--- config.mk ---
export PLATFORM = sky130hd
export DESIGN_NAME = elevator_ctrl
export DESIGN_NICKNAME = d
export VERILOG_FILES = /design/src/rtl/elev_pkg.sv /design/src/rtl/elev_timer.sv /design/src/rtl/elevator_ctrl.sv
export SDC_FILE = /design/constraint.sdc
export NUM_CORES = 1
export LEC_CHECK = 0
export CAP_MARGIN = 20
export CORE_UTILIZATION = 40
export DETAILED_ROUTE_END_ITERATION = 16
export PLACE_DENSITY_LB_ADDON = 0.3
export SKIP_LAST_GASP = 1
export SLEW_MARGIN = 20
export SYNTH_ARGS = -nofsm -noshare
export SYNTH_HDL_FRONTEND = slang
export SYNTH_SLANG_ARGS = --single-unit
--- constraint.sdc ---
create_clock -name clk -period 7 [get_ports clk]
set_input_delay 1.4 -clock clk [delete_from_list [all_inputs] [get_ports clk]]
set_output_delay 1.4 -clock clk [all_outputs]
set_load 0.01 [all_outputs]
--- src/rtl/elev_pkg.sv ---
// Shared constants and request-decode helpers for the three-floor elevator controller.
package elev_pkg;

    localparam logic [1:0] ST_IDLE = 2'd0;
    localparam logic [1:0] ST_MOVE = 2'd1;
    localparam logic [1:0] ST_DOOR = 2'd2;

    localparam logic DIR_UP   = 1'b0;
    localparam logic DIR_DOWN = 1'b1;

    localparam int REQ_IN1     = 0;
    localparam int REQ_IN2     = 1;
    localparam int REQ_IN3     = 2;
    localparam int REQ_OUT1    = 3;
    localparam int REQ_OUT2_UP = 4;
    localparam int REQ_OUT2_DN = 5;
    localparam int REQ_OUT3    = 6;
    localparam int REQ_W       = 7;

    localparam logic [2:0] FLOOR_MIN = 3'd1;
    localparam logic [2:0] FLOOR_MAX = 3'd3;

    function automatic logic [REQ_W-1:0] floor_bits(input logic [2:0] f);
        logic [REQ_W-1:0] m;
        m = '0;
        case (f)
            3'd1: begin
                m[REQ_IN1]  = 1'b1;
                m[REQ_OUT1] = 1'b1;
            end
            3'd2: begin
                m[REQ_IN2]     = 1'b1;
                m[REQ_OUT2_UP] = 1'b1;
                m[REQ_OUT2_DN] = 1'b1;
            end
            3'd3: begin
                m[REQ_IN3]  = 1'b1;
                m[REQ_OUT3] = 1'b1;
            end
            default: m = '0;
        endcase
        return m;
    endfunction

    // Request bits for every floor strictly beyond f in the given direction.
    function automatic logic [REQ_W-1:0] beyond_bits(input logic [2:0] f, input logic up);
        logic [REQ_W-1:0] m;
        m = '0;
        if (up) begin
            if (f == 3'd1)      m = floor_bits(3'd2) | floor_bits(3'd3);
            else if (f == 3'd2) m = floor_bits(3'd3);
        end else begin
            if (f == 3'd3)      m = floor_bits(3'd2) | floor_bits(3'd1);
            else if (f == 3'd2) m = floor_bits(3'd1);
        end
        return m;
    endfunction

    // Bits cleared when the door opens at floor f; nonzero means f is serviceable.
    function automatic logic [REQ_W-1:0] clear_mask(input logic [REQ_W-1:0] req,
                                                    input logic [2:0]       f,
                                                    input logic             up);
        logic [REQ_W-1:0] m;
        logic             ahead;
        logic             behind;
        logic             dep_up;
        ahead  = |(req & beyond_bits(f, up));
        behind = |(req & beyond_bits(f, !up));
        dep_up = (ahead || !behind) ? up : !up;
        m      = '0;
        if (f == 3'd2) begin
            m[REQ_IN2] = req[REQ_IN2];
            if (up || !ahead)  m[REQ_OUT2_UP] = req[REQ_OUT2_UP];
            if (!up || !ahead) m[REQ_OUT2_DN] = req[REQ_OUT2_DN];
            if (m[REQ_OUT2_UP] && m[REQ_OUT2_DN]) begin
                if (dep_up) m[REQ_OUT2_DN] = 1'b0;
                else        m[REQ_OUT2_UP] = 1'b0;
            end
        end else begin
            m = req & floor_bits(f);
        end
        return m;
    endfunction

endpackage

--- src/rtl/elev_timer.sv ---
// 16-bit up-counter with restart and enable; o_tc flags the last count (LIMIT-1) while enabled.
module elev_timer #(
    parameter int unsigned LIMIT = 100
) (
    input  logic clk,
    input  logic rst,
    input  logic i_restart,
    input  logic i_en,
    output logic o_tc
);

    localparam logic [15:0] LAST = 16'(LIMIT - 1);

    logic [15:0] r_cnt;

    always_ff @(posedge clk or posedge rst) begin
        if (rst)
            r_cnt <= '0;
        else if (i_restart)
            r_cnt <= '0;
        else if (i_en)
            r_cnt <= r_cnt + 16'd1;
    end

    assign o_tc = i_en && (r_cnt == LAST);

endmodule

--- src/rtl/elevator_ctrl.sv ---
// Collective up/down elevator sequencer: request latch, floor register, IDLE/MOVE/DOOR FSM.
// Defining ELEV_DOOR_HOLD_EN adds door_hold_n, which pins the door timer at 0 while low.
module elevator_ctrl
    import elev_pkg::*;
#(
    parameter int unsigned TRAVEL_CYC = 100,
    parameter int unsigned DOOR_CYC   = 50
) (
    input  logic       clk,
    input  logic       rst,
    input  logic       sp_inbtn1,
    input  logic       sp_inbtn2,
    input  logic       sp_inbtn3,
    input  logic       sp_outbtn1,
    input  logic       sp_outbtn2_up,
    input  logic       sp_outbtn2_down,
    input  logic       sp_outbtn3,
`ifdef ELEV_DOOR_HOLD_EN
    input  logic       door_hold_n,
`endif
    output logic [2:0] story,
    output logic       turn_up,
    output logic       turn_down,
    output logic       door_open,
    output logic [6:0] req
);

    logic [1:0]       r_state;
    logic             r_dir;
    logic [2:0]       r_story;
    logic [REQ_W-1:0] r_req;

    logic [REQ_W-1:0] w_btn;
    logic [REQ_W-1:0] w_here_bits;
    logic [REQ_W-1:0] w_set;
    logic [REQ_W-1:0] w_clr;
    logic [REQ_W-1:0] w_clr_here;
    logic [REQ_W-1:0] w_clr_next;
    logic [2:0]       w_next_floor;
    logic             w_up;
    logic             w_ahead;
    logic             w_behind;
    logic             w_in_move;
    logic             w_in_door;
    logic             w_door_press;
    logic             w_hold;
    logic             w_travel_tc;
    logic             w_door_tc;
    logic             w_door_done;

    assign w_btn = ~{sp_outbtn3, sp_outbtn2_down, sp_outbtn2_up, sp_outbtn1,
                     sp_inbtn3, sp_inbtn2, sp_inbtn1};

    assign w_up         = (r_dir == DIR_UP);
    assign w_in_move    = (r_state == ST_MOVE);
    assign w_in_door    = (r_state == ST_DOOR);
    assign w_here_bits  = floor_bits(r_story);
    assign w_next_floor = w_up ? r_story + 3'd1 : r_story - 3'd1;
    assign w_ahead      = |(r_req & beyond_bits(r_story, w_up));
    assign w_behind     = |(r_req & beyond_bits(r_story, !w_up));
    assign w_clr_here   = clear_mask(r_req, r_story, w_up);
    assign w_clr_next   = clear_mask(r_req, w_next_floor, w_up);

    // Calls for the floor the door is open at are swallowed and only re-arm the door timer.
    assign w_door_press = w_in_door && |(w_btn & w_here_bits);
    assign w_set        = w_in_door ? (w_btn & ~w_here_bits) : w_btn;

`ifdef ELEV_DOOR_HOLD_EN
    assign w_hold = w_in_door && !door_hold_n;
`else
    assign w_hold = 1'b0;
`endif

    assign w_door_done = w_door_tc && !w_door_press && !w_hold;

    always_comb begin
        w_clr = '0;
        if (r_state == ST_IDLE && |w_clr_here)
            w_clr = w_clr_here;
        else if (w_in_move && w_travel_tc)
            w_clr = w_clr_next;
    end

    elev_timer #(.LIMIT(TRAVEL_CYC)) u_travel (
        .clk       (clk),
        .rst       (rst),
        .i_restart (!w_in_move || w_travel_tc),
        .i_en      (w_in_move),
        .o_tc      (w_travel_tc)
    );

    elev_timer #(.LIMIT(DOOR_CYC)) u_door (
        .clk       (clk),
        .rst       (rst),
        .i_restart (!w_in_door || w_door_tc || w_door_press || w_hold),
        .i_en      (w_in_door),
        .o_tc      (w_door_tc)
    );

    // IDLE opens the door only for calls it can clear, so a floor-2 hall call against
    // pending work ahead waits for the return trip instead of cycling the door forever.
    always_ff @(posedge clk or posedge rst) begin
        if (rst) begin
            r_state <= ST_IDLE;
            r_dir   <= DIR_UP;
            r_story <= FLOOR_MIN;
            r_req   <= '0;
        end else begin
            r_req <= (r_req | w_set) & ~w_clr;
            case (r_state)
                ST_IDLE: begin
                    if (|w_clr_here) begin
                        r_state <= ST_DOOR;
                    end else if (w_ahead) begin
                        r_state <= ST_MOVE;
                    end else if (w_behind) begin
                        r_dir   <= ~r_dir;
                        r_state <= ST_MOVE;
                    end
                end
                ST_MOVE: begin
                    if (w_travel_tc) begin
                        r_story <= w_next_floor;
                        if (|w_clr_next)
                            r_state <= ST_DOOR;
                    end
                end
                ST_DOOR: begin
                    if (w_door_done)
                        r_state <= ST_IDLE;
                end
                default: r_state <= ST_IDLE;
            endcase
        end
    end

    assign story     = r_story;
    assign req       = r_req;
    assign turn_up   = w_in_move && w_up;
    assign turn_down = w_in_move && !w_up;
    assign door_open = w_in_door;

    a_no_up_from_top: assert property (@(posedge clk) disable iff (rst)
        !(w_in_move && w_up && r_story == FLOOR_MAX));
    a_no_down_from_bottom: assert property (@(posedge clk) disable iff (rst)
        !(w_in_move && !w_up && r_story == FLOOR_MIN));
    a_story_range: assert property (@(posedge clk) disable iff (rst)
        (r_story >= FLOOR_MIN) && (r_story <= FLOOR_MAX));

endmodule

==> flow_metrics.py, run 1 <==
metrics = {
    "status": {
        "status": "complete, no violations",
    },
    "die": {
        "design.die.area_mm2": 0.00727,
        "die_w_um": 85.3,
        "die_y_um": 85.3,
        "num_rows": 29,
        "start_util_pct": 42.5,
        "core_area_mm2": 0.00653,
        "ios": 22,
    },
    "logic_synthesis": {
        "ys_top_cells_by_area": "dfrtp_1 40%, nor2_1 6.5%, xor2_1 4.7%",
        "synth_ff_type": "dfrtp_1",
        "synth_top_area_cell": "dfrtp_1",
        "synth_fa_ha_area_share_pct": 3.61,
        "synth_enable_flop_cells": 0,
        "synth_compound_area_share_pct": 16.2,
        "synth_mux_area_share_pct": 0.406,
        "synth_top_family_by_area": "simple AND/OR/NAND/NOR gates",
        "synthTopCellsByCount": "48 x nor2_1, 44 x dfrtp_1, 27 x nand2_1, 17 x nand3_1",
        "syn_nets": 328,
        "avgSynthCellArea_um2": 8.92,
        "synthSimpleGateAreaFrac_pct": 25.9,
        "synthXorXnorAreaFrac_pct": 9.12,
        "synth_cell_types": 58,
        "yosysMostFrequentCell": "nor2_1",
        "synth-seq-cells": 45,
        "yosysWarningCount": 0,
        "syn_area_mm2": 0.00277,
        "synth_top_area_share_pct": 39.7,
        "postSynthCellCount": 311,
        "ys_seq_area_share_pct": 40.7,
        "synth_async_sr_flop_share_pct": 100,
    },
    "final_layout": {
        "fin_util_pct": 48.1,
        "syn2layout_area_growth_pct": 13.3,
        "antenna_cells": 0,
        "drive_above_1_share_pct": 6.97,
        "nets": 346,
    },
    "cts": {
        "worstSkewPairLatency_ps": 290,
        "post_cts_buffers": 0,
        "post_cts_resized": 0,
        "cts.sinks": 45,
        "ctsHtreeMaxLevel": 2,
        "cts_made_buffers": 5,
        "clockBufferDepth": 2,
        "cts_tree": "yes",
        "clk_pin_slew_ps": 80,
        "postCtsHoldBufs": 0,
        "root_buffer": "clkbuf_8",
    },
    "hold_path": {
        "holdCritStartpoint": "u_travel.r_cnt[0]$_DFFE_PP0P_",
        "hold_depth": 1,
        "min_path_type": "flip-flop to flip-flop",
        "hold_path_end": "u_travel.r_cnt[0]$_DFFE_PP0P_",
    },
    "global_route": {
        "track_usage_pct": 17.6,
        "grt.overflow.total": 0,
        "grt_antenna_before_repair": 0,
        "grt_max_degree": 46,
        "grt_pass1_vias": 2223,
        "grt_first_pass_wirelength_mm": 10.3,
    },
    "placement": {
        "place_ws_ps": 3880,
        "io_buffers": 21,
        "dp_hpwl_mm": 4.35,
        "gp_congestion": 0.945,
    },
    "routing": {
        "vias_per_cell": 5.71,
        "antenna_left": 0,
        "first_pass_iters": 4,
        "wl_mm": 5.96,
        "drt_iter0_drc": 123,
        "route.detailed.drc": 0,
        "wire_per_inst_um": 14.6,
        "vias": 2322,
    },
    "critical_path": {
        "crit_path_max_fanout": 22,
        "rr_worst_depth": 8,
        "start_kind": "flip-flop",
        "r2r-start": "story[0]$_DFFE_PP1P_",
        "crit_type": "flip-flop to output pin",
        "cp_cell_sequence": "and2_1 > clkdlybuf4s50_1",
        "end_kind": "output pin",
        "arrival_ps": 1840,
        "max_stage_delay_ps": 780,
        "cp_slowest_cell": "dfrtp_1",
        "r2r_slack_ps": 4280,
        "rr_endpoint": "r_state[0]$_DFFE_PP0P_",
        "required_ps": 5600,
    },
    "sta": {
        "tns_ps": 0,
        "worst_slew_pin_slew_ps": 679,
        "timing.max_slew.rel_slack_pct": 54.7,
        "setup_slack_ps": 3760,
        "layout_min_cycle_time_ps": 3240,
        "rsz0062_at_grt": "no",
        "finalHoldViolCount": 0,
        "max_freq_mhz": 309,
        "finalSetupViolCount": 0,
        "finClkSkew_ps": 4.72,
        "fin_crit_sh_pct": 46.2,
        "finalMaxSlewViolations": 0,
    },
    "power_and_ir_drop": {
        "power.density_mw_per_mm2": 152,
        "ir_drop_v": 0.000102,
        "power_w": 0.000477,
        "p_leak_nw": 1.22,
    },
    "run": {
        "maxCapViolCount": 0,
    },
}
[routing by layer]
| metal | vias to the layer above | wire, µm | global-route usage, % |
|---|---|---|---|
| met5 | - | 0 | 0 |
| met4 | 0 | 100 | 7.27 |
| met3 | 10 | 256 | 2.82 |
| met2 | 61 | 2730 | 27.5 |
| met1 | 1108 | 2870 | 24.5 |
| li1 | 1143 | - | - |
[power breakdown]
part	total [W]	leakage [nW]	switching, W	internal (W)
clock	0.000201	0.0585	0.0000849	0.000116
combinational	0.0000142	0.568	0.00000754	0.00000668
sequential	0.000261	0.590	0.00000106	0.000260
[critical path, delay by kind of cell, from the launching register on]
| family | cells | cell delay [ps] |
|---|---|---|
| flip-flops | 1 | 780 |
| AND/OR/NAND/NOR | 1 | 220 |
| buffers and inverters | 1 | 540 |
[sequential cells by signal, indices dropped and copies added, names as in the netlist]
signal	count
u_door.r_cnt	16
u_travel.r_cnt	16
req	7
story	3
r_state	2
r_dir	1
[final cells by class]
cell class	count	area (µm²)
Timing Repair Buffer	22	230
Sequential cell	45	1130
Fill cell	627	3390
Multi-Input combinational cell	244	1530
Inverter	11	41.3
Clock buffer	7	86.3
Tap cell	77	96.3
Clock inverter	1	30.0
[placed cells by master (no fill, tap or decap), types with 8 or more instances in the layout]
cell	n
inv_1	10
xor2_1	15
ha_1	8
o21ai_0	9
a21oi_1	15
clkdlybuf4s50_1	21
xnor2_1	12
dfrtp_1	44
nand2_1	27
nor2_1	48
nand3_1	17
[cells by family (layout without fill, tap and decap cells)]
| logic type | count (synthesis) | after routing |
|---|---|---|
| AO/OA/AOI/OAI | 61 | 61 |
| buffers and inverters | 22 | 41 |
| multiplexers | 1 | 1 |
| AND/OR/NAND/NOR | 146 | 146 |
| XOR/XNOR | 28 | 28 |
| flip-flops | 45 | 45 |
| adder cells (fa/ha/maj) | 8 | 8 |
[how the worst max path moves through the flow]
stage | start | to | slack (ps) | depth (start not counted)
2_1_floorplan | story[0]$_DFFE_PP1P_ | r_state[0]$_DFFE_PP0P_ | 4320 | 10
3_3_place_gp | sp_outbtn2_down | u_door.r_cnt[14]$_DFFE_PP0P_ | 3940 | 5
3_5_place_dp | sp_outbtn2_down | u_door.r_cnt[14]$_DFFE_PP0P_ | 3880 | 5
4_1_cts | r_dir$_DFFE_PP0P_ | turn_down | 3770 | 2
5_1_grt | r_dir$_DFFE_PP0P_ | turn_down | 3700 | 2
6_report | r_dir$_DFFE_PP0P_ | turn_down | 3760 | 2
[through the flow]
stage                     cells  hold slack (ps)  area, µm²
after floorplan             311              453       2770
after global placement      398              476       3000
after detailed placement    398              479       3000
after CTS                   406              491       3120
after global routing        407              514       3140
final                       407              488       3140
Power figures use the tool's default switching activity.
==> run 2: changes to the inputs <==
==> constraint.sdc (replaced) <==
create_clock -name clk -period 2.8 [get_ports clk]
set_input_delay 0.56 -clock clk [delete_from_list [all_inputs] [get_ports clk]]
set_output_delay 0.56 -clock clk [all_outputs]
set_load 0.01 [all_outputs]
==> run 2 against run 1 <==
- sequential power rose to 2.5 times the previous value
- clock power up 110%
- non-clock buffer count up 5
- sequential cell count unchanged
- utilization up 0.15 points
- power up 130%
- die area unchanged
- first-iteration DRC count up 11%
- combinational power up 130%
- critical path type is now flip-flop to flip-flop
- critical endpoint is now r_state[0]$_DFFE_PP0P_
==> flow_metrics.py, run 2 (synthesis gave the netlist of run 1 again) <==
metrics = {
    "critical_path": {
        "cp_cell_sequence": "inv_1 > ha_2 > nor2b_1 > a22oi_2 > nor2_1 > a2111oi_0 > o211a_1 > o311a_1",
        "crit_family": "compound AO/OA/AOI/OAI gates",
        "critPathBufInv": 1,
        "crit_type": "flip-flop to flip-flop",
        "start_kind": "flip-flop",
        "required_ps": 3030,
        "arrival_ps": 2880,
        "cp_slowest_cell": "dfstp_2",
        "max_stage_delay_ps": 630,
        "crit_path_max_fanout": 10,
        "end_kind": "flip-flop",
    },
    "power_and_ir_drop": {
        "power_frac_clock_pct": 38.2,
        "switchingPower_w": 0.000244,
        "p_leak_nw": 1.23,
        "p_seq_share_pct": 58.9,
        "power_w": 0.00111,
        "swShare_pct": 22.0,
        "p_int_w": 0.000866,
        "ir_drop_v": 0.000231,
        "power.density_mw_per_mm2": 352,
        "comb_power_share_pct": 3.0,
    },
    "final_layout": {
        "mostFrequentLayoutCell": "nor2_1",
        "fin_util_pct": 48.2,
        "syn2layout_area_growth_pct": 13.6,
        "layout_common_cells": "48 x nor2_1, 44 x dfrtp_1, 27 x nand2_1",
        "design_area_mm2": 0.00315,
        "drive_above_1_share_pct": 9.25,
        "fillers": 650,
        "nets": 351,
        "antenna_cells": 0,
    },
    "routing": {
        "vias": 2299,
        "dr.max_layer_used": "met4",
        "antenna_left": 0,
        "drt_iter0_drc": 137,
        "routed-wl-met3_um": 291,
        "met1_length_mm": 3.02,
        "route.detailed.drc": 0,
        "wl_mm": 6.16,
        "first_pass_iters": 4,
        "wl_met2_mm": 2.78,
        "wire_per_inst_um": 15.0,
        "vias_per_cell": 5.58,
    },
    "status": {
        "status": "complete, no violations",
    },
    "sta": {
        "layout_min_cycle_time_ps": 2650,
        "fin_crit_sh_pct": 94.8,
        "worst_slew_pin_slew_ps": 574,
        "max_freq_mhz": 377,
        "finalHoldViolCount": 0,
        "finalSetupViolCount": 0,
        "rsz0062_at_grt": "no",
        "finalMaxSlewViolations": 0,
        "finClkSkew_ps": 8.13,
        "tns_ps": 0,
        "timing.max_slew.rel_slack_pct": 61.7,
    },
    "cts": {
        "clockBufferDepth": 2,
        "clk_pin_slew_ps": 90,
        "worstSkewPairLatency_ps": 290,
        "root_buffer": "clkbuf_8",
        "ctsHtreeMaxLevel": 2,
        "postCtsHoldBufs": 0,
        "cts_made_buffers": 5,
        "cts.sinks": 45,
        "cts_tree": "yes",
    },
    "run": {
        "maxCapViolCount": 0,
    },
    "die": {
        "start_util_pct": 42.5,
        "num_rows": 29,
        "die_w_um": 85.3,
        "die_y_um": 85.3,
        "ios": 22,
        "core_area_mm2": 0.00653,
        "design.die.area_mm2": 0.00727,
    },
    "hold_path": {
        "min_path_type": "flip-flop to flip-flop",
    },
    "global_route": {
        "grt_pass1_vias": 2239,
        "grt.overflow.total": 0,
        "grt_first_pass_wirelength_mm": 10.6,
        "grt_antenna_before_repair": 0,
        "track_usage_pct": 18.2,
        "grt_max_degree": 46,
    },
    "placement": {
        "gp_congestion": 0.949,
        "dp_hpwl_mm": 4.53,
        "io_buffers": 21,
        "placed_area_mm2": 0.00305,
    },
}
==> run 2: routing by layer <==
layer  vias to the layer above  track usage [%]
li1                       1151                -
met1                      1089             25.9
met2                        51             28.4
met3                         8             3.50
met4                         0             5.00
met5                         -                0
==> run 2: timing repair <==
action                     CTS  global route
setup endpoints to repair    0             3
resized for setup            0             2
buffers inserted             0             0
==> run 2: metrics by stage <==
step	hold WS, ps	setup WS [ps]	std cells
finish	494	146	412
global route	505	11.3	412
CTS	493	126	412
detailed placement	481	138	404
global placement	477	273	404
floorplan	453	116	311
==> run 2: cell type report <==
type	instances	area [µm²]	share of cell area (%)
clock buffer	6	82.6	2.62
clock inverter	2	13.8	0.437
inverter	11	41.3	1.31
multi-input combinational	244	1530	48.7
sequential	45	1130	35.8
tap	77	96.3	3.06
timing repair buffer	27	255	8.10
==> run 2: worst reg2reg max path, delay by kind of cell (launching register included) <==
family | cells | cell delay, ps
buffers and inverters | 1 | 150
and+or+nand+nor | 2 | 200
AOI/OAI and AO/OA | 4 | 1180
DFF | 1 | 630
adders and majority gates | 1 | 420
==> run 2: power by group through the flow <==
stage          Sequential [W]  Combinational (W)  Clock, W
2_1_floorplan        0.000666          0.0000122         0
3_3_place_gp         0.000666          0.0000345         0
3_5_place_dp         0.000666          0.0000345         0
4_1_cts              0.000653          0.0000346  0.000432
5_1_grt              0.000654          0.0000370  0.000465
6_report             0.000653          0.0000331  0.000424
==> run 2: final timing paths <==
check,from,endpoint,slack [ps],cells after the start
max,story[0]$_DFFE_PP1P_,r_state[0]$_DFFE_PP0P_,150,8
min,u_travel.r_cnt[0]$_DFFE_PP0P_,u_travel.r_cnt[0]$_DFFE_PP0P_,490,1
max reg2reg,story[0]$_DFFE_PP1P_,r_state[0]$_DFFE_PP0P_,150,8
min reg2reg,u_travel.r_cnt[0]$_DFFE_PP0P_,u_travel.r_cnt[0]$_DFFE_PP0P_,490,1
max in group asynchronous,rst,story[0]$_DFFE_PP1P_,1680,3
min in group asynchronous,rst,u_door.r_cnt[11]$_DFFE_PP0P_,720,3
==> run 3: changes to the inputs <==
==> constraint.sdc (replaced) <==
create_clock -name clk -period 3.1 [get_ports clk]
set_input_delay 0.62 -clock clk [delete_from_list [all_inputs] [get_ports clk]]
set_output_delay 0.62 -clock clk [all_outputs]
set_load 0.01 [all_outputs]
==> run 3 against run 2 <==
- sequential share of layout area is essentially flat
- power shrank 3.3%
- clock skew grew 3.5 ps
- via count grew 2.7%
- setup slack gained 270 ps
- maximum frequency shrank 1.0%
- die area is the same
- utilization shrank 0.057 points
- first-iteration DRC count shrank 23%
- non-clock buffer count shrank 2
- global-route usage is essentially flat
- cell area shrank 0.12%
- critical endpoint unchanged
- largest cell class unchanged
==> flow_metrics.py, run 3 (synthesis gave the netlist of run 1 again) <==
metrics = {
    "cts": {
        "cts_tree": "yes",
        "clockBufferDepth": 2,
        "postCtsHoldBufs": 0,
        "root_buffer": "clkbuf_8",
        "ctsHtreeMaxLevel": 2,
        "post_cts_resized": 0,
        "cts_made_buffers": 5,
        "cts.sinks": 45,
        "worstSkewPairLatency_ps": 300,
        "clk_pin_slew_ps": 90,
        "post_cts_buffers": 0,
    },
    "routing": {
        "wl_mm": 6.21,
        "route.detailed.drc": 0,
        "vias_per_cell": 5.76,
        "first_pass_iters": 4,
        "wire_per_inst_um": 15.1,
        "drt_iter0_drc": 105,
        "antenna_left": 0,
        "vias": 2360,
    },
    "power_and_ir_drop": {
        "ir_drop_v": 0.000204,
        "p_leak_nw": 1.23,
        "power.density_mw_per_mm2": 341,
    },
    "critical_path": {
        "crit_family": "compound AO/OA/AOI/OAI gates",
        "required_ps": 3340,
        "crit_path_max_fanout": 10,
        "r2r_slack_ps": 420,
        "cp_cell_sequence": "inv_1 > ha_1 > nor2b_1 > a22oi_2 > or3_1 > o211ai_1 > o211a_1 > o311a_1",
        "arrival_ps": 2920,
        "rr_endpoint": "r_state[0]$_DFFE_PP0P_",
        "start_kind": "flip-flop",
        "max_stage_delay_ps": 640,
        "r2r-start": "story[0]$_DFFE_PP1P_",
        "end_kind": "flip-flop",
        "crit_type": "flip-flop to flip-flop",
        "rr_worst_depth": 8,
        "worstSetupStartpoint": "story[0]$_DFFE_PP1P_",
        "critPathBufInv": 1,
        "cp_slowest_cell": "dfstp_2",
    },
    "sta": {
        "finalHoldViolCount": 0,
        "layout_min_cycle_time_ps": 2680,
        "tns_ps": 0,
        "finClkSkew_ps": 11.6,
        "timing.max_slew.rel_slack_pct": 59.4,
        "finalSetupViolCount": 0,
        "fin_crit_sh_pct": 86.5,
        "max_freq_mhz": 373,
        "worst_slew_pin_slew_ps": 609,
        "rsz0062_at_grt": "no",
        "finalMaxSlewViolations": 0,
    },
    "final_layout": {
        "fin_util_pct": 48.2,
        "drive_above_1_share_pct": 8.11,
        "nets": 349,
        "syn2layout_area_growth_pct": 13.5,
        "antenna_cells": 0,
        "mostFrequentLayoutCell": "nor2_1",
        "layout_common_cells": "48 x nor2_1, 44 x dfrtp_1, 27 x nand2_1",
        "fillers": 640,
    },
    "placement": {
        "dp_hpwl_mm": 4.57,
        "gp_congestion": 0.945,
        "io_buffers": 21,
    },
    "status": {
        "status": "complete, no violations",
    },
    "global_route": {
        "grt_max_degree": 31,
        "grt_antenna_before_repair": 0,
        "track_usage_pct": 18.2,
        "grt.overflow.total": 0,
        "grt_first_pass_wirelength_mm": 10.6,
        "grt_pass1_vias": 2299,
    },
    "run": {
        "maxCapViolCount": 0,
    },
    "die": {
        "start_util_pct": 42.5,
        "die_w_um": 85.3,
        "num_rows": 29,
        "die_y_um": 85.3,
        "design.die.area_mm2": 0.00727,
        "ios": 22,
        "core_area_mm2": 0.00653,
    },
    "hold_path": {
        "min_path_type": "flip-flop to flip-flop",
        "holdCritStartpoint": "u_travel.r_cnt[0]$_DFFE_PP0P_",
        "hold_path_end": "u_travel.r_cnt[0]$_DFFE_PP0P_",
        "hold_depth": 1,
    },
}
[run 3: changes by cell type in the layout (fill, tap and decap cells not counted), sizes merged]
cell,before,now
inv,11,12
clkinv,2,1
bufinv,0,1
clkbuf,6,5
buf,6,4
[run 3: worst max-delay path by stage]
stage | endpoint | cells after the start
5_1_grt | r_state[0]$_DFFE_PP0P_ | 8
4_1_cts | r_state[0]$_DFFE_PP0P_ | 8
3_3_place_gp | r_state[0]$_DFFE_PP0P_ | 8
2_1_floorplan | r_state[0]$_DFFE_PP0P_ | 10
3_5_place_dp | r_state[0]$_DFFE_PP0P_ | 8
6_report | r_state[0]$_DFFE_PP0P_ | 8
[run 3: power breakdown]
part | switching, W | internal (W) | total (W)
Sequential | 0.00000254 | 0.000588 | 0.000590
Combinational | 0.0000168 | 0.0000134 | 0.0000302
Clock | 0.000211 | 0.000242 | 0.000453
Total | 0.000231 | 0.000843 | 0.00107
[run 3: final cells by class]
cell class / instances / area (µm²) / area share, %
clock inverters: 3 / 43.8 / 1.39
inverters: 11 / 41.3 / 1.31
clock buffers: 5 / 68.8 / 2.19
well taps: 77 / 96.3 / 3.06
repair buffers: 25 / 240 / 7.63
multi-input cells: 244 / 1530 / 48.6
flip-flops and latches: 45 / 1130 / 35.8
[run 3: per-layer routing]
| layer | GRT usage, % | vias to the layer above | share of wire [%] |
|---|---|---|---|
| met5 | 0 | - | 0 |
| met4 | 7.27 | 0 | 1.9 |
| met3 | 3.21 | 15 | 4.2 |
| met2 | 28.9 | 57 | 46 |
| met1 | 24.8 | 1139 | 48 |
| li1 | - | 1149 | - |
[run 3: per-stage QoR]
step                      std cells  hold WS [ps]  power [W]  setup WS (ps)  instance area, µm²
after floorplan                 311           453   0.000612            416                2770
after global placement          402           474   0.000633            542                3030
after detailed placement        402           476   0.000633            470                3030
after CTS                       410           493    0.00109            448                3150
after global routing            410           515    0.00111            210                3150
final                           410           494    0.00107            418                3150
==> edit 1: new RTL, config.mk and constraints of run 2 <==
Reset style: synchronous (`rst`), changed in 2 clocked blocks.
--- a/src/rtl/elev_timer.sv
+++ b/src/rtl/elev_timer.sv
@@ -14,5 +14,5 @@
     logic [15:0] r_cnt;
 
-    always_ff @(posedge clk or posedge rst) begin
+    always_ff @(posedge clk) begin
         if (rst)
             r_cnt <= '0;
--- a/src/rtl/elevator_ctrl.sv
+++ b/src/rtl/elevator_ctrl.sv
@@ -100,5 +100,5 @@
     // IDLE opens the door only for calls it can clear, so a floor-2 hall call against
     // pending work ahead waits for the return trip instead of cycling the door forever.
-    always_ff @(posedge clk or posedge rst) begin
+    always_ff @(posedge clk) begin
         if (rst) begin
             r_state <= ST_IDLE;
Behaviour: differs if rst is asserted again (counterexample within 4 cycles, from zero or initial values and one cycle with rst high); with rst held inactive, the same outputs for 10 cycles.
==> edit 1 against run 2 <==
Sequential cell count stayed put. Global-route usage is 0.44 points higher. Wire length is 1.9% higher. Critical path depth is 5 lower. Cell area is 1.7% lower. Setup slack better by 9.7 ps. First-iteration DRC count is 4.4% higher. Die area is 3.5% lower. Critical endpoint is now turn_down. Synthesized area is 3.6% lower.
Power is not compared: it rests on default switching activity, and its combinational part moved more than twofold at a synthesized area within 25%.
==> edit 1: results (changes against run 2) <==
Yosys
  • Adder-cell area share of the yosys netlist: 4.539% (+0.93 points)
  • XOR/XNOR share of the synthesized area: 10.81% (+1.7 points)
  • Top cells by area in the synthesized netlist: sky130_fd_sc_hd__dfxtp_1, sky130_fd_sc_hd__nor2_1, sky130_fd_sc_hd__xor2_1
  • Main synth FF type: sky130_fd_sc_hd__dfxtp_1
  • Multiplexer fraction of the synthesized cell area: 0% (-0.41 points)
  • Post-synthesis net count: 358 (+9.1%)
  • Most instantiated cells after synthesis: sky130_fd_sc_hd__nor2_1, sky130_fd_sc_hd__dfxtp_1, sky130_fd_sc_hd__nand2_1
  • Ys async rst share: 0% (-100 points)
  • Sequential area share after synthesis: 33.69% (-7.0 points)

Min path
  • End point of the worst hold path: u_travel.r_cnt[0]$_SDFFE_PP0P_
  • Source of the worst hold timing path: u_travel.r_cnt[0]$_SDFFE_PP0P_

Cells and area
  • Fraction of layout cells with a size suffix above 1: 7.143% (-2.1 points)
  • Number of nets at the end of the flow: 380 (+8.3%)

Global routing
  • GRT Overall Usage: 18.65% (+0.44 points)
  • Number of global-route vias before repair: 2366 (+5.7%)
  • Largest net degree at the start of global routing: 17 (-63%)
  • First-pass GRT wire length: 10.82 mm (+1.8%)

Timing
  • Skew final: 10.04 ps (+1.910 ps)
  • Rel. slew slack: 61.20% (-0.51 points)

Routing
  • Routed vias: 2488 (+8.2%)
  • TritonRoute pass-1 iters: 4 (unchanged)
  • Final routed wirelength across all metal layers: 6.279 mm (+1.9%)

Critical path
  • Worst R2R Start: story[0]$_SDFFE_PP1P_
  • Endpoint of the lowest-slack register-to-register path: r_state[0]$_SDFFE_PP0P_
  • Data arrival at the endpoint of the critical path: 2080 ps (-800 ps)
  • R2r setup slk: 240 ps (+90 ps)
  • Worst path slowest cell: sky130_fd_sc_hd__dfxtp_1
  • Maximum fanout count along the critical path: 15 (+5)

Placed design
  • Routability congestion estimate: 0.9026 (-4.8%)

CTS
  • Clock-pin slew of the registers on the worst-case setup and hold paths: 90 ps (about the same)

Outcome
  • Outcome: completed
## edit 1: cell types whose count changed after synthesis, sizes merged, moves of 4 or more
cell,change
clkbuf,+4
dfrtp,-44
a211oi,+4
o31ai,-5
xor2,+7
nand3,-6
a21oi,-7
nor2,+15
or3,-5
nand4,+5
o21ai,+6
dfxtp,+45
## edit 1: metal layers
| metal | part of all wire, % | track usage [%] |
|---|---|---|
| met1 | 45 | 23.34 |
| met2 | 49 | 31.63 |
| met3 | 4.1 | 3.858 |
| met4 | 1.8 | 6.626 |
| met5 | 0 | 0 |
## edit 1: layout make-up
cell class              count  area (um^2)
well taps                  77        96.34
multi-input cells         268         1660
repair buffers             30        277.8
clock buffers               6        72.57
flip-flops and latches     45        900.9
clock inverters             2        38.79
inverters                  13        48.80
fillers                   635         3291
## edit 1: cell families after synthesis
logic type / Yosys count
AOI/OAI and AO/OA: 72
xor gates and xnor gates: 33
adders and majority gates: 10
buffers and inverters: 28
DFF: 45
and+or+nand+nor: 153
## edit 1: worst max path at each step
stage / from / to / slack [ps] / cells after the start
floorplan: story[0]$_SDFFE_PP1P_ / r_state[0]$_SDFFE_PP0P_ / 470 / 9
detailed placement: story[0]$_SDFFE_PP1P_ / r_state[1]$_SDFFE_PP0P_ / 280 / 8
CTS: r_dir$_SDFFE_PP0P_ / turn_down / 180 / 3
finish: r_dir$_SDFFE_PP0P_ / turn_down / 160 / 3
global placement: story[0]$_SDFFE_PP1P_ / r_state[0]$_SDFFE_PP0P_ / 370 / 8
global route: story[0]$_SDFFE_PP1P_ / r_state[1]$_SDFFE_PP0P_ / 20 / 8
## edit 1: power groups by stage
stage / clock [mW] / combinational, mW / sequential (mW)
4_1_cts: 0.513 / 0.492 / 0.748
3_5_place_dp: 0 / 0.490 / 0.762
6_report: 0.496 / 0.494 / 0.749
5_1_grt: 0.533 / 0.551 / 0.759
2_1_floorplan: 0 / 0.344 / 0.744
3_3_place_gp: 0 / 0.489 / 0.760
## edit 1: critical path, delay by kind of cell (launching register included)
kind / cells / cell delay [ps]
simple gates: 1 / 180
flops: 1 / 700
buf+inv: 2 / 890
## edit 1: per-stage QoR
step / setup slack, ps / std cells / hold WS [ps] / total power [mW] / cell area (um^2)
final: 155.3 / 441 / 489.8 / 1.739 / 3095
after global routing: 15.26 / 441 / 503.4 / 1.842 / 3095
after CTS: 178.3 / 441 / 496.8 / 1.752 / 3095
after detailed placement: 279.8 / 433 / 450.9 / 1.252 / 2984
after global placement: 371.2 / 433 / 444.1 / 1.249 / 2984
after floorplan: 468.3 / 341 / 430.1 / 1.088 / 2674
==> edit 2: new RTL, flow settings as in run 2 <==
Made on the original files. Build with the macro `ELEV_DOOR_HOLD_EN` defined.
--- a/src/rtl/elevator_ctrl.sv
+++ b/src/rtl/elevator_ctrl.sv
@@ -1,4 +1,6 @@
 // Collective up/down elevator sequencer: request latch, floor register, IDLE/MOVE/DOOR FSM.
 // Defining ELEV_DOOR_HOLD_EN adds door_hold_n, which pins the door timer at 0 while low.
+`define ELEV_DOOR_HOLD_EN
+
 module elevator_ctrl
     import elev_pkg::*;
Interface: changed (added door_hold_n); port bits go from 22 to 23. The function was not compared with the original's and may differ.
==> edit 2 against run 2 <==
Synthesized area down 4.6%. Wire length down 7.5%. Sequential share of layout area rose by 0.81 points. Cell area fell by 2.2%. Sequential cell count unchanged. Non-clock buffer count shrank 2. Count of clock-buffer cells in the layout increased by 1. Setup slack gained 130 ps. Global-route usage barely moved. Die area decreased by 4.5%. Synthesized cell count is 6.4% lower. Via count is 6.7% lower. Power rose by 10%. Largest cell class unchanged.
==> edit 2: results (changes against run 2) <==
Outcome
  • Outcome: completed

Critical path
  • Worst path slowest cell: sky130_fd_sc_hd__dfstp_2
  • CP peak stage delay: 660 ps (+30 ps)
  • Dominant delay contributor by cell family on the critical path: compound AO/OA/AOI/OAI gates
  • Data arrival at the endpoint of the critical path: 2700 ps (-180 ps)
  • Maximum fanout count along the critical path: 12 (+2)
  • FF-to-FF path depth: 8 (unchanged)

Placed design
  • Estimated wirelength of the detail-placed design: 4.154 mm (-8.3%)
  • Routability congestion estimate: 0.9878 (+4.1%)
  • Total of buffers placed on input and output ports: 22 (+4.8%)
  • Instance area at placement: 2963 um^2 (-2.8%)

Power and ir drop
  • Worst IR drop on VDD: 279.7 uV (+21%)
  • Leakage: 1.272 nW (+3.6%)

Cells and area
  • Layout filler cell count: 595 (-8.5%)
  • Number of diodes: 0 (unchanged)
  • Fraction of layout cells with a size suffix above 1: 7.837% (-1.4 points)
  • Number of nets at the end of the flow: 336 (-4.3%)

Yosys
  • Most instantiated cells after synthesis: sky130_fd_sc_hd__nor2_1, sky130_fd_sc_hd__dfrtp_1, sky130_fd_sc_hd__nand2_1
  • Sequential area share after synthesis: 42.60% (+1.9 points)
  • Number of enable flip-flop cells after synthesis: 0 (unchanged)
  • Count of unique library cells instantiated by Yosys: 58 (unchanged)
  • Ys async rst share: 100.0% (unchanged)
  • Main synth FF type: sky130_fd_sc_hd__dfrtp_1
  • Top cells by area in the synthesized netlist: sky130_fd_sc_hd__dfrtp_1, sky130_fd_sc_hd__nor2_1, sky130_fd_sc_hd__xor2_1
  • Yosys synthesis warning count: 0 (unchanged)
  • Post-synthesis net count: 309 (-5.8%)

Routing
  • WL met2: 2.626 mm (-5.5%)
  • Met3 routed WL: 215 um (-26%)
  • Top layer reached by signal wires: met4
  • TritonRoute pass-1 iters: 4 (unchanged)
  • Routed vias/inst: 5.417 (-2.9%)
  • Wire length on met1: 2.719 mm (-10%)
  • Drt first-iter violations: 111 (-19%)
  • Avg WL per Cell: 14.40 um (-3.7%)

Min path
  • Worst min-delay path class: reg -> reg
  • Count of cells along the worst hold path: 1 (unchanged)

Global routing
  • Met3 track demand over resource in global routing: 3.976% (+0.47 points)
  • Met2 demand-to-capacity share in global routing: 28.99% (+0.61 points)
  • Number of global-route vias before repair: 2170 (-3.1%)
  • First-pass GRT wire length: 10.24 mm (-3.7%)
  • Initial antenna violation count: 0 (unchanged)
  • Met1 Use GR: 24.19% (-1.7 points)
  • GRT Overall Usage: 18.26% (+0.049 points)

CTS
  • Count of H-tree levels built during CTS: 2 (unchanged)
  • Buffers from clock root to sink, at most: 2 (unchanged)
  • CTS root buffer: sky130_fd_sc_hd__clkbuf_8
  • Total clock buffers created by CTS: 5 (unchanged)
  • Total setup buffers inserted after CTS: 0 (unchanged)
  • Clk_lat worst skew: 290 ps (about the same)
  • Clock-pin slew of the registers on the worst-case setup and hold paths: roughly 80 ps

Timing
  • Rel. slew slack: 66.79% (+5.1 points)
  • Number of max-slew violations in the final report: 0 (unchanged)
  • Skew final: 4.503 ps (-3.631 ps)
==> edit 2: repair_timing <==
action	in CTS	in global routing
hold endpoints to repair	0	0
setup endpoints to repair	0	1
resized for setup	0	1
==> edit 2: path summary, 6_finish.rpt <==
kind / endpoint / slack, ps / startpoint
worst min register to register: u_travel.r_cnt[0]$_DFFE_PP0P_ / 500 / u_travel.r_cnt[0]$_DFFE_PP0P_
max in group asynchronous: story[0]$_DFFE_PP1P_ / 1910 / rst
min in group asynchronous: u_door.r_cnt[6]$_DFFE_PP0P_ / 610 / rst
worst max register to register: req[4]$_DFF_PP0_ / 270 / story[0]$_DFFE_PP1P_
worst min-delay path: u_travel.r_cnt[0]$_DFFE_PP0P_ / 500 / u_travel.r_cnt[0]$_DFFE_PP0P_
worst max-delay path: req[4]$_DFF_PP0_ / 270 / story[0]$_DFFE_PP1P_
==> edit 2: cell type report <==
class,count,area share [%]
Clock buffer,7,2.803
Sequential cell,45,36.60
Tap cell,77,3.128
Inverter,15,1.828
Timing Repair Buffer,25,8.286
Clock inverter,1,0.9748
Multi-Input combinational cell,226,46.39
==> edit 2: power breakdown <==
part / leakage, nW / switching (mW) / internal [mW]
Clock: 0.0585 / 0.213 / 0.291
Combinational: 0.631 / 0.0281 / 0.0266
Sequential: 0.583 / 0.00868 / 0.655
==> edit 2: stage by stage <==
stage               cells  worst slack (ps)  util, %
finish                396             271.4    48.51
global route          396             9.731    48.51
CTS                   396             286.1    48.49
detailed placement    388             311.4    46.66
global placement      388             398.9    46.66
floorplan             291             415.5        -
==> edit 2: kinds of logic after synthesis <==
| family | share of synthesized area [%] |
|---|---|
| AOI/OAI and AO/OA | 13.52 |
| and+or+nand+nor | 26.43 |
| xor gates and xnor gates | 10.21 |
| adders and majority gates | 3.783 |
| DFF | 42.60 |
| buffers and inverters | 3.451 |
